--- config.mk ---
export PLATFORM = sky130hd
export DESIGN_NAME = decode_flat
export DESIGN_NICKNAME = d
export VERILOG_FILES = /design/src/rtl/decode_if.sv /design/src/rtl/decode.sv /design/src/flat_wrapper.sv
export SDC_FILE = /design/constraint.sdc
export NUM_CORES = 1
export LEC_CHECK = 0
export CORE_AREA = 4 4 183 185
export CTS_CLUSTER_DIAMETER = 200
export DETAILED_ROUTE_END_ITERATION = 10
export DIE_AREA = 0 0 187 189
export PLACE_DENSITY = 0.74
export SLEW_MARGIN = 25
export SYNTH_ARGS = -nofsm -noshare
export SYNTH_HDL_FRONTEND = slang
export SYNTH_SLANG_ARGS = --single-unit
--- constraint.sdc ---
create_clock -name clk -period 4.2 [get_ports clk]
set_input_delay 0.42 -clock clk [delete_from_list [all_inputs] [get_ports clk]]
set_output_delay 0.42 -clock clk [all_outputs]
set_load 0.02 [all_outputs]
--- src/rtl/decode_if.sv ---
// Decode-stage bus: instruction handshake, writeback port from execute, and the issued operand/control outputs.
interface decode_if;
    logic [15:0] ins;
    logic        ins_valid;
    logic        ins_ready;
    logic [15:0] wb_data;
    logic        wb_we;
    logic [3:0]  wb_addr;
    logic [15:0] rd_data;
    logic [15:0] s0;
    logic [15:0] im16;
    logic [1:0]  aluctr;
    logic        s2ctr;
    logic        we;
    logic [3:0]  rdest_r;

    modport master (
        output ins, ins_valid, wb_data, wb_we, wb_addr,
        input  ins_ready, rd_data, s0, im16, aluctr, s2ctr, we, rdest_r
    );
    modport slave (
        input  ins, ins_valid, wb_data, wb_we, wb_addr,
        output ins_ready, rd_data, s0, im16, aluctr, s2ctr, we, rdest_r
    );
endinterface

--- src/rtl/decode.sv ---
// Decode stage: 16x16 register file, instruction decode, RAW hazard stall, one-cycle issue register.
// Optional macro WB_BYPASS_EN forwards same-cycle writeback data to operand reads.
module decode (
    input  logic   clk,
    input  logic   rst,
    decode_if.slave bus
);
    localparam logic [3:0] OP_ADD  = 4'd1;
    localparam logic [3:0] OP_SUB  = 4'd2;
    localparam logic [3:0] OP_AND  = 4'd3;
    localparam logic [3:0] OP_OR   = 4'd4;
    localparam logic [3:0] OP_ADDI = 4'd5;
    localparam logic [3:0] OP_LDI  = 4'd6;

    logic [15:0] regs_q [16];
    logic [15:0] regs_d [16];
    logic [15:0] rd_data_q, rd_data_d;
    logic [15:0] s0_q, s0_d;
    logic [15:0] im16_q, im16_d;
    logic [1:0]  aluctr_q, aluctr_d;
    logic        s2ctr_q, s2ctr_d;
    logic        we_q, we_d;
    logic [3:0]  rdest_r_q, rdest_r_d;

    logic [3:0]  op, rd, rs, rt, op_m1;
    logic [7:0]  imm8;
    logic [15:0] val_rs, val_rt, val_rd;
    logic        hazard, accept;

    function automatic logic [15:0] sext8(input logic [7:0] v);
        logic signed [7:0]  narrow;
        logic signed [15:0] wide;
        narrow = v;
        wide   = narrow;
        return wide;
    endfunction

    // True when register a is a source actually read by opcode o.
    function automatic logic src_match(input logic [3:0] a, input logic [3:0] o,
                                       input logic [3:0] d, input logic [3:0] s,
                                       input logic [3:0] t);
        logic r_type;
        r_type = (o == OP_ADD) || (o == OP_SUB) || (o == OP_AND) || (o == OP_OR);
        return (r_type && ((a == s) || (a == t))) || ((o == OP_ADDI) && (a == d));
    endfunction

    assign op    = bus.ins[15:12];
    assign rd    = bus.ins[11:8];
    assign rs    = bus.ins[7:4];
    assign rt    = bus.ins[3:0];
    assign imm8  = bus.ins[7:0];
    assign op_m1 = op - 4'd1;

`ifdef WB_BYPASS_EN
    always_comb begin
        val_rs = (bus.wb_we && (bus.wb_addr == rs)) ? bus.wb_data : regs_q[rs];
        val_rt = (bus.wb_we && (bus.wb_addr == rt)) ? bus.wb_data : regs_q[rt];
        val_rd = (bus.wb_we && (bus.wb_addr == rd)) ? bus.wb_data : regs_q[rd];
    end

    assign hazard = we_q && src_match(rdest_r_q, op, rd, rs, rt);
`else
    always_comb begin
        val_rs = regs_q[rs];
        val_rt = regs_q[rt];
        val_rd = regs_q[rd];
    end

    // Without forwarding, a write landing this edge is not yet visible in the file.
    assign hazard = (we_q && src_match(rdest_r_q, op, rd, rs, rt)) ||
                    (bus.wb_we && src_match(bus.wb_addr, op, rd, rs, rt));
`endif

    assign bus.ins_ready = rst & ~hazard;
    assign accept        = bus.ins_valid & bus.ins_ready;

    always_comb begin
        regs_d = regs_q;
        if (bus.wb_we) regs_d[bus.wb_addr] = bus.wb_data;
    end

    // Default is a bubble; an accepted instruction overrides only the fields it drives.
    always_comb begin
        s0_d      = '0;
        rd_data_d = '0;
        im16_d    = '0;
        aluctr_d  = '0;
        s2ctr_d   = 1'b0;
        we_d      = 1'b0;
        rdest_r_d = '0;
        if (accept) begin
            rdest_r_d = rd;
            case (op)
                OP_ADD, OP_SUB, OP_AND, OP_OR: begin
                    s0_d      = val_rs;
                    rd_data_d = val_rt;
                    aluctr_d  = op_m1[1:0];
                    we_d      = 1'b1;
                end
                OP_ADDI: begin
                    s0_d    = val_rd;
                    im16_d  = sext8(imm8);
                    s2ctr_d = 1'b1;
                    we_d    = 1'b1;
                end
                OP_LDI: begin
                    im16_d  = sext8(imm8);
                    s2ctr_d = 1'b1;
                    we_d    = 1'b1;
                end
                default: ;
            endcase
        end
    end

    always_ff @(posedge clk) begin
        if (!rst) begin
            for (int i = 0; i < 16; i++) regs_q[i] <= '0;
            rd_data_q <= '0;
            s0_q      <= '0;
            im16_q    <= '0;
            aluctr_q  <= '0;
            s2ctr_q   <= 1'b0;
            we_q      <= 1'b0;
            rdest_r_q <= '0;
        end else begin
            regs_q    <= regs_d;
            rd_data_q <= rd_data_d;
            s0_q      <= s0_d;
            im16_q    <= im16_d;
            aluctr_q  <= aluctr_d;
            s2ctr_q   <= s2ctr_d;
            we_q      <= we_d;
            rdest_r_q <= rdest_r_d;
        end
    end

    assign bus.rd_data = rd_data_q;
    assign bus.s0      = s0_q;
    assign bus.im16    = im16_q;
    assign bus.aluctr  = aluctr_q;
    assign bus.s2ctr   = s2ctr_q;
    assign bus.we      = we_q;
    assign bus.rdest_r = rdest_r_q;
endmodule

--- src/flat_wrapper.sv ---
// flat-port wrapper written by rule: the top's interface ports become plain ports
module decode_flat 
  (clk, rst, bus_ins, bus_ins_valid, bus_wb_data, bus_wb_we, bus_wb_addr, bus_ins_ready, bus_rd_data, bus_s0, bus_im16, bus_aluctr, bus_s2ctr, bus_we, bus_rdest_r);
  decode_if bus_i ();
  input  logic clk;
  input  logic rst;
  input wire logic [$bits(bus_i.ins)-1:0] bus_ins;
  input wire logic [$bits(bus_i.ins_valid)-1:0] bus_ins_valid;
  input wire logic [$bits(bus_i.wb_data)-1:0] bus_wb_data;
  input wire logic [$bits(bus_i.wb_we)-1:0] bus_wb_we;
  input wire logic [$bits(bus_i.wb_addr)-1:0] bus_wb_addr;
  output wire logic [$bits(bus_i.ins_ready)-1:0] bus_ins_ready;
  output wire logic [$bits(bus_i.rd_data)-1:0] bus_rd_data;
  output wire logic [$bits(bus_i.s0)-1:0] bus_s0;
  output wire logic [$bits(bus_i.im16)-1:0] bus_im16;
  output wire logic [$bits(bus_i.aluctr)-1:0] bus_aluctr;
  output wire logic [$bits(bus_i.s2ctr)-1:0] bus_s2ctr;
  output wire logic [$bits(bus_i.we)-1:0] bus_we;
  output wire logic [$bits(bus_i.rdest_r)-1:0] bus_rdest_r;
  assign bus_i.ins = bus_ins;
  assign bus_i.ins_valid = bus_ins_valid;
  assign bus_i.wb_data = bus_wb_data;
  assign bus_i.wb_we = bus_wb_we;
  assign bus_i.wb_addr = bus_wb_addr;
  assign bus_ins_ready = bus_i.ins_ready;
  assign bus_rd_data = bus_i.rd_data;
  assign bus_s0 = bus_i.s0;
  assign bus_im16 = bus_i.im16;
  assign bus_aluctr = bus_i.aluctr;
  assign bus_s2ctr = bus_i.s2ctr;
  assign bus_we = bus_i.we;
  assign bus_rdest_r = bus_i.rdest_r;
  decode u_core (.clk(clk), .rst(rst), .bus(bus_i));
endmodule
After elaboration in Yosys (flattened, before gate mapping)
Cells that the tools add are included.
{"block": "op_classes", "add_sub_neg": 1, "n_lt_le_gt_ge": 5, "n_eq_ne": 12, "n_mux": 15, "bitwise_logic": 7, "n_reduce_logical": 21}
{"op": "bitwise mux 256 bit", "n": 1}
{"op": "binary-select mux 16 bit (select 4 bit)", "n": 3}
{"op": "2-to-1 mux 16 bit", "n": 7}
{"op": "demux 16 bit (select 4 bit)", "n": 1}
{"op": "case mux 16 bit (2 select lines)", "n": 1}
{"op": "equality test 4 bit", "n": 6}
{"op": "greater-or-equal comparator 5 bit (second input constant)", "n": 4}
{"op": "NOT 4 -> 5 bit", "n": 4}
{"op": "equality test 4 x 3 -> 1 bit (second input constant)", "n": 3}
{"op": "equality test 4 x 2 -> 1 bit (second input constant)", "n": 2}
{"op": "logical OR 1 bit", "n": 8}
{"op": "logical AND 1 bit", "n": 7}
{"op": "AND reduction 3 bit", "n": 2}
{"op": "OR reduction 6 bit", "n": 1}
{"op": "< comparator 5 x 1 -> 1 bit (second input constant)", "n": 1}
{"op": "equality test 4 x 1 -> 1 bit (second input constant)", "n": 1}
{"op": "OR reduction 4 bit", "n": 1}
{"op": "bitwise AND 1 bit", "n": 2}
{"op": "2-to-1 mux 1 bit", "n": 2}
{"op": "AND reduction 2 bit", "n": 1}
{"op": "OR reduction 2 bit", "n": 1}
{"op": "subtractor 2 x 1 -> 2 bit (second input constant)", "n": 1}
{"op": "NOT 1 bit", "n": 1}
{"block": "totals", "reg_bits": 304, "input_bits": 40, "output_inout_bits": 57, "wordCells": 84}

Longest topological paths before layout
{"block": "logic_depth", "ltp_word": 12, "ltp_mapped": 9, "ltp_nobuf": 7}

Worst setup path after synthesis
OpenSTA, ideal clock, no wires.
{"block": "synth_path", "path_kind": "input port to output port", "from": "input bus_ins[13]", "to": "output bus_ins_ready", "t_arrival_ns": 1.784, "t_required_ns": 3.780, "setup_slack_ns": 1.996, "cell_stages": 7, "n_path_buf": 1, "cell_sequence": "inv_1 ha_1 nor4_1 or3_1 a21oi_1 buf_2 nor2_1"}
{"block": "synth_between", "elab_chain_cells": 10, "elab_cells_between_ends": 19, "classes_between": "eq/ne: 5; bitwise: 2; reduce/logical: 12"}
{"item": "start, declared", "line": "flat_wrapper.sv:7", "text": "input wire logic [$bits(bus_i.ins)-1:0] bus_ins;"}
{"item": "equality test 4 x 1 -> 1 bit or equality test 4 x 2 -> 1 bit (tied branches)", "line": "decode.sv:43", "text": "r_type = (o == OP_ADD) || (o == OP_SUB) || (o == OP_AND) || (o == OP_OR);"}
{"item": "logical OR 1 bit (3 in a row)", "line": "decode.sv:43"}
{"item": "logical AND 1 bit", "line": "decode.sv:44", "text": "return (r_type && ((a == s) || (a == t))) || ((o == OP_ADDI) && (a == d));"}
{"item": "logical OR 1 bit", "line": "decode.sv:44"}
{"item": "logical AND 1 bit (on tied branches)", "line": "decode.sv:70, decode.sv:71"}
{"item": "logical OR 1 bit *", "line": "decode.sv:70", "text": "assign hazard = (we_q && src_match(rdest_r_q, op, rd, rs, rt)) ||"}
{"item": "NOT 1 bit *", "line": "decode.sv:74", "text": "assign bus.ins_ready = rst & ~hazard;"}
{"item": "bitwise AND 1 bit *", "line": "decode.sv:74"}
{"item": "end, declared", "line": "flat_wrapper.sv:12", "text": "output wire logic [$bits(bus_i.ins_ready)-1:0] bus_ins_ready;"}
Every way passes the cells marked *; elsewhere a longest branch is shown, timed or not.

Worst setup path after layout
Same ends and word-level chain as after synthesis.

==> results.txt <==
----------------------------------------------------
[Yosys]
  Count of flip-flops with a built-in enable after synthesis ... 0
  Synth Net Count ... 1,793
  Cells after synthesis ... 1,749
  Largest area contributor in the netlist ... sky130_fd_sc_hd__dfxtp_1
  Top-count cell post-synth ... sky130_fd_sc_hd__nand2_1
  Yosys warns ... 0
  Top post-synthesis cells by area ... sky130_fd_sc_hd__dfxtp_1, sky130_fd_sc_hd__mux4_2, sky130_fd_sc_hd__nand2_1, sky130_fd_sc_hd__a21boi_0, sky130_fd_sc_hd__a21boi_1
  Post-synth ARST share ... 0%
  Most used standard cells in the synthesized netlist ... sky130_fd_sc_hd__nand2_1, sky130_fd_sc_hd__dfxtp_1, sky130_fd_sc_hd__mux4_2
  Top-area cell type share of the netlist area ... 35.1%
  Post-Synthesis Mean Instance Area ... 9.90 um2
  Count of unique library cells instantiated by Yosys ... 42
  Synth Flop Type ... sky130_fd_sc_hd__dfxtp_1
  Total standard cell area after synthesis ... 0.0173 mm2
  FF+latch count, synth ... 304
  Part of the Yosys area used for sequential elements ... 35.1%

[Pwr]
  Switching portion of total power ... 25.0%
  Standby leakage power ... 6.26 nW
  Fraction of power consumed by combinational cells ... 10.0%
  Switch Pwr ... 1.62 mW
  Sequential share of power ... 45.4%
  Share of total power in the clock network ... 44.6%
  Maximum resistive drop on vdd ... 0.312 mV
  Power density over the cells ... 334 mW/mm2
  Internal Power ... 4.88 mW
  Tot Pwr ... 6.50 mW

[Global route]
  Number of global-route vias before repair ... 14,200
  Overflow left after global routing ... 0
  Largest net degree at the start of global routing ... 244
  Global-route wire length before repair ... 89,100 um
  Total GRT Usage ... 32.8%
  Antenna violations before repair ... 3

[STA]
  Min Tclk post-route ... 3.39 ns
  Slew at the pin closest to its max-slew limit ... 1.21 ns
  Number of pins with negative max-slew slack in the final report ... 0
  Period utilization ... 80.8%
  Highest Clock Rate ... 295 MHz
  Worst slew margin relative to its limit ... 19.3%
  Worst Clk Skew ... 0.0167 ns
  RSZ-0062 raised after global routing ... false
  Sum of negative setup slack ... 0 ns
  Final hold vios ... 0
  Count of endpoints failing setup in the final report ... 0

[Cells and area]
  Multi-input gate area in the final layout ... 0.0103 mm2
  Share of post-route cells with drive strength above 1 ... 19.4%
  Filler cell count ... 2,562
  Area taken by flip-flops and latches ... 0.00609 mm2
  Layout-stage area growth over the synthesis result ... 12.3%
  Layout Nets ... 1,793

[CTS]
  CTS H-tree lvls ... 1
  TritonCTS sink count ... 304
  Setup fix buffers added after clock tree synthesis ... 0
  PostCTS Resize Cnt ... 0
  TritonCTS clock tree ... done
  Root buffer cell ... sky130_fd_sc_hd__clkbuf_16
  Clock input transition at the sequential cells of the worst setup and hold paths ... 0.07 ns
  CTS Hold Buffers Added ... 0
  Clock insertion delay at the later pin of the skew report ... 0.58 ns
  Max Root-Sink Buffers ... 3
  TritonCTS Buffers ... 31

[Min path]
  Worst min-delay path category ... primary input to register
  Hold-critical path depth ... 2
  Startpoint of the most critical hold path ... rst
  Hold Crit Endpoint ... u_core.regs_q[238]$_SDFFE_PN0P_

[Routing]
  Vias ... 14,800
  Final routed wire length divided by cell count ... 27.2 um
  Routed Antenna Nets ... 0
  Vias per std cell ... 6.77
  DRT iter0 DRCs ... 2,338
  Detailed-router iteration count before antenna repair ... 6
  Detailed-route DRC error count ... 0
  Post-Route WL ... 59,400 um

[Floorplanning]
  Initial Utilization ... 54.1%
  Width of the die ... 187 um
  Row Count ... 66
  Core area ... 0.0320 mm2
  Die outline area ... 0.0353 mm2
  Vert. Die Dim ... 189 um
  Top Ports ... 97

[Critical path]
  Worst setup SP type ... primary input
  Worst reg2reg path startpoint ... u_core.bus.rdest_r[0]$_SDFF_PN0_
  Critical path type ... primary input to output pin
  Cell-by-cell listing of the critical path ... clkdlybuf4s50_1 > inv_1 > ha_1 > nor4_1 > or3_1 > a21oi_4 > nor2_1 > clkdlybuf4s50_1
  Slowest cell delay on critical path ... 0.67 ns
  Reg2Reg Depth ... 6
  Worst-path fanout max ... 4
  Arrival time at the worst endpoint ... 2.97 ns
  Reg-to-reg endpoint ... u_core.bus.rd_data[11]$_SDFF_PN0_
  CP required ... 3.78 ns
  Buffers plus inverters on the worst setup path ... 3
  Cell with the most instances on the worst path ... sky130_fd_sc_hd__clkdlybuf4s50_1
  Worst R2R Setup Slack ... 2.12 ns
  Crit path max-delay family ... buffers and inverters
  Critical path's slowest cell ... sky130_fd_sc_hd__nor4_1
  CP endpoint kind ... output pin

[Run status]
  Result of the run ... finished clean

[Placement]
  Final GP Congestion ... 0.909
  I/O Buffers ... 96
  Final HPWL DP ... 35,300 um

[Job]
  Max-Cap Viols ... 0

----------------------------------------------------
-- worst max-delay path by stage --
stage	start	end	slack, ns	depth (start not counted)
floorplan	bus_ins[13]	bus_ins_ready	2.00	7
global placement	bus_ins[13]	bus_ins_ready	0.92	8
detailed placement	bus_ins[13]	bus_ins_ready	0.85	8
CTS	bus_ins[13]	bus_ins_ready	0.86	8
global route	bus_ins[13]	bus_ins_ready	0.70	8
finish	bus_ins[13]	bus_ins_ready	0.81	8
-- sequential cells by signal, summed over array words and instances (netlist names) --
register and flops:
u_core.regs_q 256, u_core.bus.im16 8, u_core.bus.we 1, u_core.bus.aluctr 2, u_core.bus.s0 16, u_core.bus.rdest_r 4, u_core.bus.rd_data 16, u_core.bus.s2ctr 1
-- cell usage in the layout (no fill, tap or decap), types with 15 or more instances in the layout --
master	Yosys	layout
sky130_fd_sc_hd__a221oi_1	16	16
sky130_fd_sc_hd__clkbuf_16	0	31
sky130_fd_sc_hd__buf_4	15	50
sky130_fd_sc_hd__clkdlybuf4s50_1	0	88
sky130_fd_sc_hd__nor3_1	20	16
sky130_fd_sc_hd__mux4_2	208	208
sky130_fd_sc_hd__xor2_1	24	24
sky130_fd_sc_hd__a21boi_0	149	149
sky130_fd_sc_hd__o22ai_1	15	15
sky130_fd_sc_hd__mux2i_1	17	17
sky130_fd_sc_hd__inv_1	33	33
sky130_fd_sc_hd__nor3b_1	21	21
sky130_fd_sc_hd__a21oi_1	16	15
sky130_fd_sc_hd__nor2_1	35	35
sky130_fd_sc_hd__mux2_2	15	15
sky130_fd_sc_hd__dfxtp_1	304	304
sky130_fd_sc_hd__nand2_1	535	530
sky130_fd_sc_hd__a211oi_1	16	16
sky130_fd_sc_hd__a21boi_1	107	107
-- power groups by stage --
stage	logic, mW	clock network (mW)	registers [mW]
after global placement	0.627	0	3.01
after CTS	0.637	2.90	2.95
after floorplan	0.435	0	3.01
after detailed placement	0.635	0	3.01
after global routing	0.678	3.02	2.95
final	0.651	2.90	2.95
-- cell type report --
| type | count | share of cell area [%] |
|---|---|---|
| diodes | 1 | 0.0129 |
| clock buffers | 46 | 4.79 |
| clock inverters | 10 | 0.656 |
| inverters | 34 | 0.656 |
| multi-input cells | 1235 | 53.1 |
| flip-flops and latches | 304 | 31.3 |
| well taps | 408 | 2.62 |
| repair buffers | 143 | 6.85 |
-- logic make-up after synthesis --
kind of cell,count (synthesis),synth area share [%]
AO/OA/AOI/OAI,324,13.8
XOR/XNOR,24,1.21
buffers and inverters,210,5.48
adder cells (fa/ha/maj),4,0.289
multiplexers,240,29.0
flip-flops,304,35.1
AND/OR/NAND/NOR,643,15.1
-- per-stage QoR --
| step | area (um2) | util, % | hold WS, ns | std cells | setup slack, ns |
|---|---|---|---|---|---|
| after floorplan | 17300 | - | 0.451 | 1749 | 2.00 |
| after global placement | 18400 | 57.3 | 0.460 | 2124 | 0.917 |
| after detailed placement | 18400 | 57.4 | 0.471 | 2124 | 0.850 |
| after CTS | 19400 | 60.7 | 0.158 | 2180 | 0.857 |
| after global routing | 19400 | 60.7 | 0.178 | 2181 | 0.701 |
| final | 19400 | 60.7 | 0.167 | 2181 | 0.805 |
-- per-layer routing --
layer | track usage, % | up-vias | wire (um)
met2 | 52.0 | 1136 | 26500
met3 | 9.00 | 258 | 8460
met4 | 15.5 | 4 | 3380
li1 | - | 6217 | -
met1 | 42.3 | 7158 | 21000
met5 | 0 | - | 32
Note: power is estimated with default switching activity, not from simulation.
